### src/rtl/mul_lanes_mac.sv
// Purpose: LANES parallel unsigned multipliers feeding a sum-of-products / accumulate stage.
// Latency: two register stages (operand/product stage, sum/accumulate stage); one beat per cycle.
// Backpressure: none; every beat accepted on i_en yields exactly one o_dout_en pulse.
//
// Ports:
//   i_clk, i_rst          rising-edge clock, synchronous active-high reset
//   i_en                  beat valid; i_mode, i_mul_a, i_mul_b sampled when high
//   i_mode                0 = per-beat sum of products, 1 = accumulate
//   i_clr                 accumulator/overflow clear, sampled every cycle
//   i_mul_a, i_mul_b      packed operands, lane i at [i*W +: W]
//   o_dout                result (OW bits, unsigned)
//   o_dout_en             one-cycle result valid pulse per beat
//   o_ovf                 sticky accumulate overflow flag
module mul_lanes_mac #(
  parameter int W        = 4,
  parameter int LANES    = 2,
  parameter int ACC_BITS = 4,
  parameter int SAT      = 0,
  localparam int OW      = 2*W + $clog2(LANES) + ACC_BITS
) (
  input  logic               i_clk,
  input  logic               i_rst,
  input  logic               i_en,
  input  logic               i_mode,
  input  logic               i_clr,
  input  logic [LANES*W-1:0] i_mul_a,
  input  logic [LANES*W-1:0] i_mul_b,
  output logic [OW-1:0]      o_dout,
  output logic               o_dout_en,
  output logic               o_ovf
);

  // Stage 1 state
  logic [2*W-1:0] r_prod [LANES];
  logic           r_v1;
  logic           r_mode1;
  logic           r_clr1;

  // Stage 2 state
  logic [OW-1:0]  r_dout;
  logic           r_dout_en;
  logic           r_ovf;

  logic [2*W-1:0] w_prod [LANES];
  logic [OW-1:0]  w_sum;
  logic [OW-1:0]  w_prev;
  logic [OW:0]    w_total;
  logic           w_carry;

  always_comb begin
    for (int i = 0; i < LANES; i++) begin
      w_prod[i] = (2*W)'(i_mul_a[i*W +: W]) * (2*W)'(i_mul_b[i*W +: W]);
    end
  end

  // Products only load on a valid beat so the multiplier outputs stay
  // quiet between beats; clr travels every cycle so it can clear while idle.
  always_ff @(posedge i_clk) begin
    if (i_rst) begin
      for (int i = 0; i < LANES; i++) begin
        r_prod[i] <= '0;
      end
      r_v1    <= 1'b0;
      r_mode1 <= 1'b0;
      r_clr1  <= 1'b0;
    end else begin
      r_v1   <= i_en;
      r_clr1 <= i_clr;
      if (i_en) begin
        r_mode1 <= i_mode;
        for (int i = 0; i < LANES; i++) begin
          r_prod[i] <= w_prod[i];
        end
      end
    end
  end

  always_comb begin
    w_sum = '0;
    for (int i = 0; i < LANES; i++) begin
      w_sum = w_sum + OW'(r_prod[i]);
    end
  end

  // A beat carrying clr accumulates from zero instead of the held result.
  assign w_prev  = r_clr1 ? '0 : r_dout;
  assign w_total = {1'b0, w_prev} + {1'b0, w_sum};
  assign w_carry = w_total[OW];

  always_ff @(posedge i_clk) begin
    if (i_rst) begin
      r_dout    <= '0;
      r_dout_en <= 1'b0;
      r_ovf     <= 1'b0;
    end else begin
      r_dout_en <= r_v1;
      if (r_v1) begin
        if (!r_mode1) begin
          // Sum of products always fits in OW; only clr touches ovf here.
          r_dout <= w_sum;
          if (r_clr1) begin
            r_ovf <= 1'b0;
          end
        end else begin
          r_ovf  <= (r_ovf & ~r_clr1) | w_carry;
          r_dout <= (w_carry && (SAT != 0)) ? {OW{1'b1}} : w_total[OW-1:0];
        end
      end else if (r_clr1) begin
        r_dout <= '0;
        r_ovf  <= 1'b0;
      end
    end
  end

  assign o_dout    = r_dout;
  assign o_dout_en = r_dout_en;
  assign o_ovf     = r_ovf;

endmodule

### config.mk
export PLATFORM = sky130hd
export DESIGN_NAME = mul_lanes_mac
export DESIGN_NICKNAME = d
export VERILOG_FILES = /design/src/rtl/mul_lanes_mac.sv
export SDC_FILE = /design/constraint.sdc
export NUM_CORES = 1
export LEC_CHECK = 0
export ABC_AREA = 1
export CAP_MARGIN = 30
export CORE_UTILIZATION = 65
export DETAILED_ROUTE_END_ITERATION = 10
export DONT_BUFFER_PORTS = 1
export GPL_TIMING_DRIVEN = 1
export HOLD_SLACK_MARGIN = 0.03
export PLACE_DENSITY_LB_ADDON = 0.08
export SLEW_MARGIN = 20
export SYNTH_ARGS = -nofsm -noshare
export SYNTH_HDL_FRONTEND = slang
export SYNTH_SLANG_ARGS = --single-unit
### constraint.sdc
create_clock -name i_clk -period 3.1 [get_ports i_clk]
set_input_delay 0.31 -clock i_clk [delete_from_list [all_inputs] [get_ports i_clk]]
set_output_delay 0.31 -clock i_clk [all_outputs]
set_load 0.1 [all_outputs]
-- Word-level counts from Yosys, hierarchy flattened
Memories as Yosys holds them, arrays and structs flattened.
Index checks and enable logic that the tools add are counted.
- div/mod/pow operators: 0
- equal/unequal tests: 0
- reduce and logical (&&, ||, !) cells: 0
- add/sub/neg operators: 2
- multiplexer cells: 13
- $lt $le $gt $ge: 0
- multiply operators: 2
- shift-type cells: 0
- bitwise logic cells: 5
- operators with widths (cell ; number):
    13-bit 2-to-1 mux ; 3
    4-bit by 4-bit multiplier with 8-bit output ; 2
    8-bit 2-to-1 mux ; 2
    13-bit by 9-bit adder with 14-bit output ; 1
    8-bit by 8-bit adder with 9-bit output ; 1
    1-bit 2-to-1 mux ; 8
    1-bit OR ; 3
    1-bit bitwise AND ; 1
    1-bit inverter ; 1
- RAM bits: 16
- logic and storage cells: 29
- memories kept: 1
- output and inout port bits: 15
- latch bits: 0
- input bits: 21
- bits in registers: 18
- bits in read-only memories: 0
- memory list (memory ; words ; bits a word ; rd ports ; clocked after Yosys merged registers in ; write ports ; RTL line ; source):
    r_prod ; 2 ; 8 ; 2 ; 0 ; 2 ; 34 ; logic [2*W-1:0] r_prod [LANES];

-- Depth between registers and ports, before layout
An unclocked memory read counts as a cell.
- depth after elaboration: 6
- depth in mapped cells: 17
- gate-level depth less buffers: 17

-- Worst setup path before layout
Ideal clock, no wire load.
- path kind: in2reg
- start point: in i_mul_a[0]
- end point: mem r_prod[0][6] in the netlist's numbering, data pin
- setup slack: 0.474 ns
- data required time: 2.841 ns
- cell stages on the path: 11
- arrival: 2.368 ns
- path buffers: 0
- setup time: 0.259 ns
- path through: nand2_1 fa_1 fa_1 inv_1 fa_1 nand2_1 inv_1 o21ai_0 nand2_1 o21ai_0 a21oi_1
- RTL lines (what ; RTL line ; source):
    start: declaration ; 26 ; input logic [LANES*W-1:0] i_mul_a,
    end: declaration ; 34 ;

==> metrics.txt <==
result of the run completed; global-route wire length before repair approximately 11 mm; number of detailed-routing iterations run before antenna repair 5; worst slack, placed ~340 ps; count of yosys warnings during synthesis 0; clock tree skew after final layout 7.557 ps; cts repair resizes 0; final core area utilization between 70% and 80%; effective utilization at floorplan just under 70%; final estimated routing congestion in global placement approximately 0.9; launching element type of the critical path flip-flop; DR iter-0 viols 150; fraction of layout cells with a size suffix above 1 about 9.6%; height of the die a little over 70 um; total of fill cells in the finished design around 400; via count of the first global-routing pass approximately 2600; GR Util All Layers 25.76%; mux contribution to synthesized area 0%; area inside the core boundary roughly 4700 um^2; library cell occupying the most area in the post-synthesis netlist ha_1; leading cell type by number of instances after synthesis nand2_1; power per cell area around 420 nW/um^2; vias per cell around 5.2; register clock-pin slew on the reported worst setup and hold paths 70 ps; Num Clock Sinks 34; clock tree buffer depth 2; simple-gate share of the synthesized area a little under a third; instance count of the mapped netlist 450; TritonCTS clock tree done; Top-Level Pins 36; antenna violations before repair 0; CTS Hold Bufs 0; normalized max-slew margin about a third; final global-route overflow total 0; Yosys top cell area share between 15 and 20%; full die area 5177 um^2; flip-flop and latch count after synthesis 34; antenna-violating nets left 0; synthesis-to-layout area growth 8.143%; maximum level of the CTS H-tree 2; crit end category flip-flop; final setup violation count 0; delay of the slowest cell on the worst path between 400 and 500 ps; latest clock arrival within the worst-skew pair ~280 ps; Synth Flop Type dfxtp_1; final routed wire length divided by cell count 11.42 um; final sum of negative setup slack 0 ps; nets@finish 539; Die Span X between 70 and 80 um; Net Count, Synth 522; static leakage power between 0.002 and 0.0025 uW; number of core rows 25; Worst Reg2Reg Path Length in Cells 14; library cell used as clock root buffer clkbuf_8; Reg-to-Reg End o_dout[8]$_SDFF_PP0_; maximum capacitance violations 0; most frequent cell on the critical path nand3_1; synthesized-area fraction occupied by adder cells between 20% and 30%; maximum vdd drop 358.2 uV; port bufs 0; async set-reset flop share out of synthesis 0%; Arrival @ worst endpoint 2850 ps; number of cells on the worst hold path 1; count of pins over their slew limit 0; largest net degree at the start of global routing 17; sequential share of the synthesized area between 20% and 30%; Critical Path Fanout Max 5; share of the clock period used by the worst path after layout about 86%; xor and xnor fraction of the mapped netlist area approximately 1.3%; cell breakdown of the critical path ha_1, fa_1, nand4_1, nand4_1, and2_1, ha_1, nand2_1, inv_1, a21oi_1, nand3_1, nand3_1, nand3_1, nand2_1, inv_1; Final min period 2665 ps; number of placed cells counting well taps between 500 and 600; clock buffer count from CTS 5; maximum clock frequency around 380 MHz; R2R Path Start r_prod[0][0]$_SDFFCE_PN0P_; setup slack of the worst register-to-register path about 440 ps; commonest cells in the netlist nand2_1 (124), inv_1 (92), nor2_1 (42); vias after detailed routing roughly 2800; Post-Syn Area per Cell 7.068 um^2; CP max-delay cell fa_1; post-synthesis compound-gate area fraction under 10%; unique cell type count in the Yosys netlist 33; largest family of logic cells by synthesized area simple AND/OR/NAND/NOR gates; mapped cell area between 3000 and 4000 um^2; DRC violations left 0; category of the critical setup timing path reg -> reg; Post-DP HPWL 5.005 mm; cells taking the most area after synthesis ha_1 (16%), edfxtp_1 (15%), nand2_1 (15%); setup fix buffers added after clock tree synthesis 0; final setup margin ~440 ps; RSZ-0062 raised after global routing false; Hold Path Class in -> reg; count of antenna diodes in the layout 0; wire length reported by the detailed router about 6.1 mm; Crit path required time roughly 3300 ps; total count of hold-check failures in the final report 0; Post-synth EDFFs 16; worst hold path startpoint i_rst; Final Power roughly 1400 uW; number of non-filler instances in the completed layout 535; WHS Endpoint r_clr1$_SDFF_PP0_; worst-margin pin slew slightly below 1000 ps
==> report_power, final <==
part,total (uW),internal [uW],leakage [uW],switching [uW]
registers,527,506,0.000319,21.1
clock network,342,179,0.0000482,162
logic,577,203,0.00164,374
==> registers in the layout (all words and copies together) (netlist names) <==
register	cells
r_prod	16
o_dout	13
o_dout_en	1
o_ovf	1
r_clr1	1
r_mode1	1
r_v1	1
==> layout by cell type (no fill, tap or decap), types with 2 or more instances in the layout <==
cell / instances
a22oi_1: 2
edfxtp_1: 16
fa_1: 10
inv_2: 2
o21ai_0: 12
ha_1: 41
nand3_1: 28
nand3b_1: 3
nand2_2: 9
dfxtp_1: 18
and2_1: 3
buf_4: 14
inv_1: 92
a31o_2: 2
nand4_1: 4
clkbuf_8: 6
nand3_2: 4
nor2_1: 42
nor3_1: 2
a21oi_1: 20
nand2_1: 124
xor2_2: 2
==> metrics by stage <==
| stage | instance area, um^2 | hold WS, ps |
|---|---|---|
| floorplan | 3181 | 379.1 |
| global placement | 3348 | 382.0 |
| global route | 3440 | 78.85 |
| CTS | 3440 | 79.21 |
| finish | 3440 | 86.31 |
| detailed placement | 3348 | 383.9 |
==> cells by family after synthesis <==
family | after synthesis
buffers and inverters | 98
XOR/XNOR | 3
adder cells (fa/ha/maj) | 51
flip-flops | 34
AND/OR/NAND/NOR | 225
AO/OA/AOI/OAI | 39
==> layout make-up <==
cell class / count / area [um^2] / area share [%]
clock inverters: 1 / 5.005 / 0.1455
inverters: 94 / 352.8 / 10.26
flip-flops and latches: 34 / 840.8 / 24.45
well taps: 67 / 83.83 / 2.437
multi-input cells: 318 / 1966 / 57.15
repair buffers: 14 / 105.1 / 3.056
clock buffers: 7 / 86.33 / 2.510
==> routing by layer <==
metal	up-vias	routed length [um]	share of wire (%)	GRT usage, %
li1	1441	-	-	-
met1	1271	2692	44	30.48
met2	42	3203	52	48.74
met3	4	170	2.8	3.750
met4	0	42	0.69	6.536
met5	-	0	0	0
==> critical path: cells and delay by family, from the launching register on <==
family	cells	cell delay, ps
and+or+nand+nor	8	900
buffers and inverters	2	100
adders and majority gates	3	1030
DFF	1	380
AOI/OAI and AO/OA	1	180
==> worst max path at each step <==
stage | start | to | slack (ps)
after floorplan | i_mul_a[0] | r_prod[0][6]$_SDFFCE_PN0P_ | 470
after global routing | r_prod[0][2]$_SDFFCE_PN0P_ | o_dout[8]$_SDFF_PP0_ | 180
after detailed placement | i_mul_a[0] | r_prod[0][6]$_SDFFCE_PN0P_ | 340
after CTS | r_prod[0][0]$_SDFFCE_PN0P_ | o_dout[8]$_SDFF_PP0_ | 440
after global placement | i_mul_a[0] | r_prod[0][6]$_SDFFCE_PN0P_ | 410
final | r_prod[0][0]$_SDFFCE_PN0P_ | o_dout[8]$_SDFF_PP0_ | 440
(Power assumes the default switching activity.)
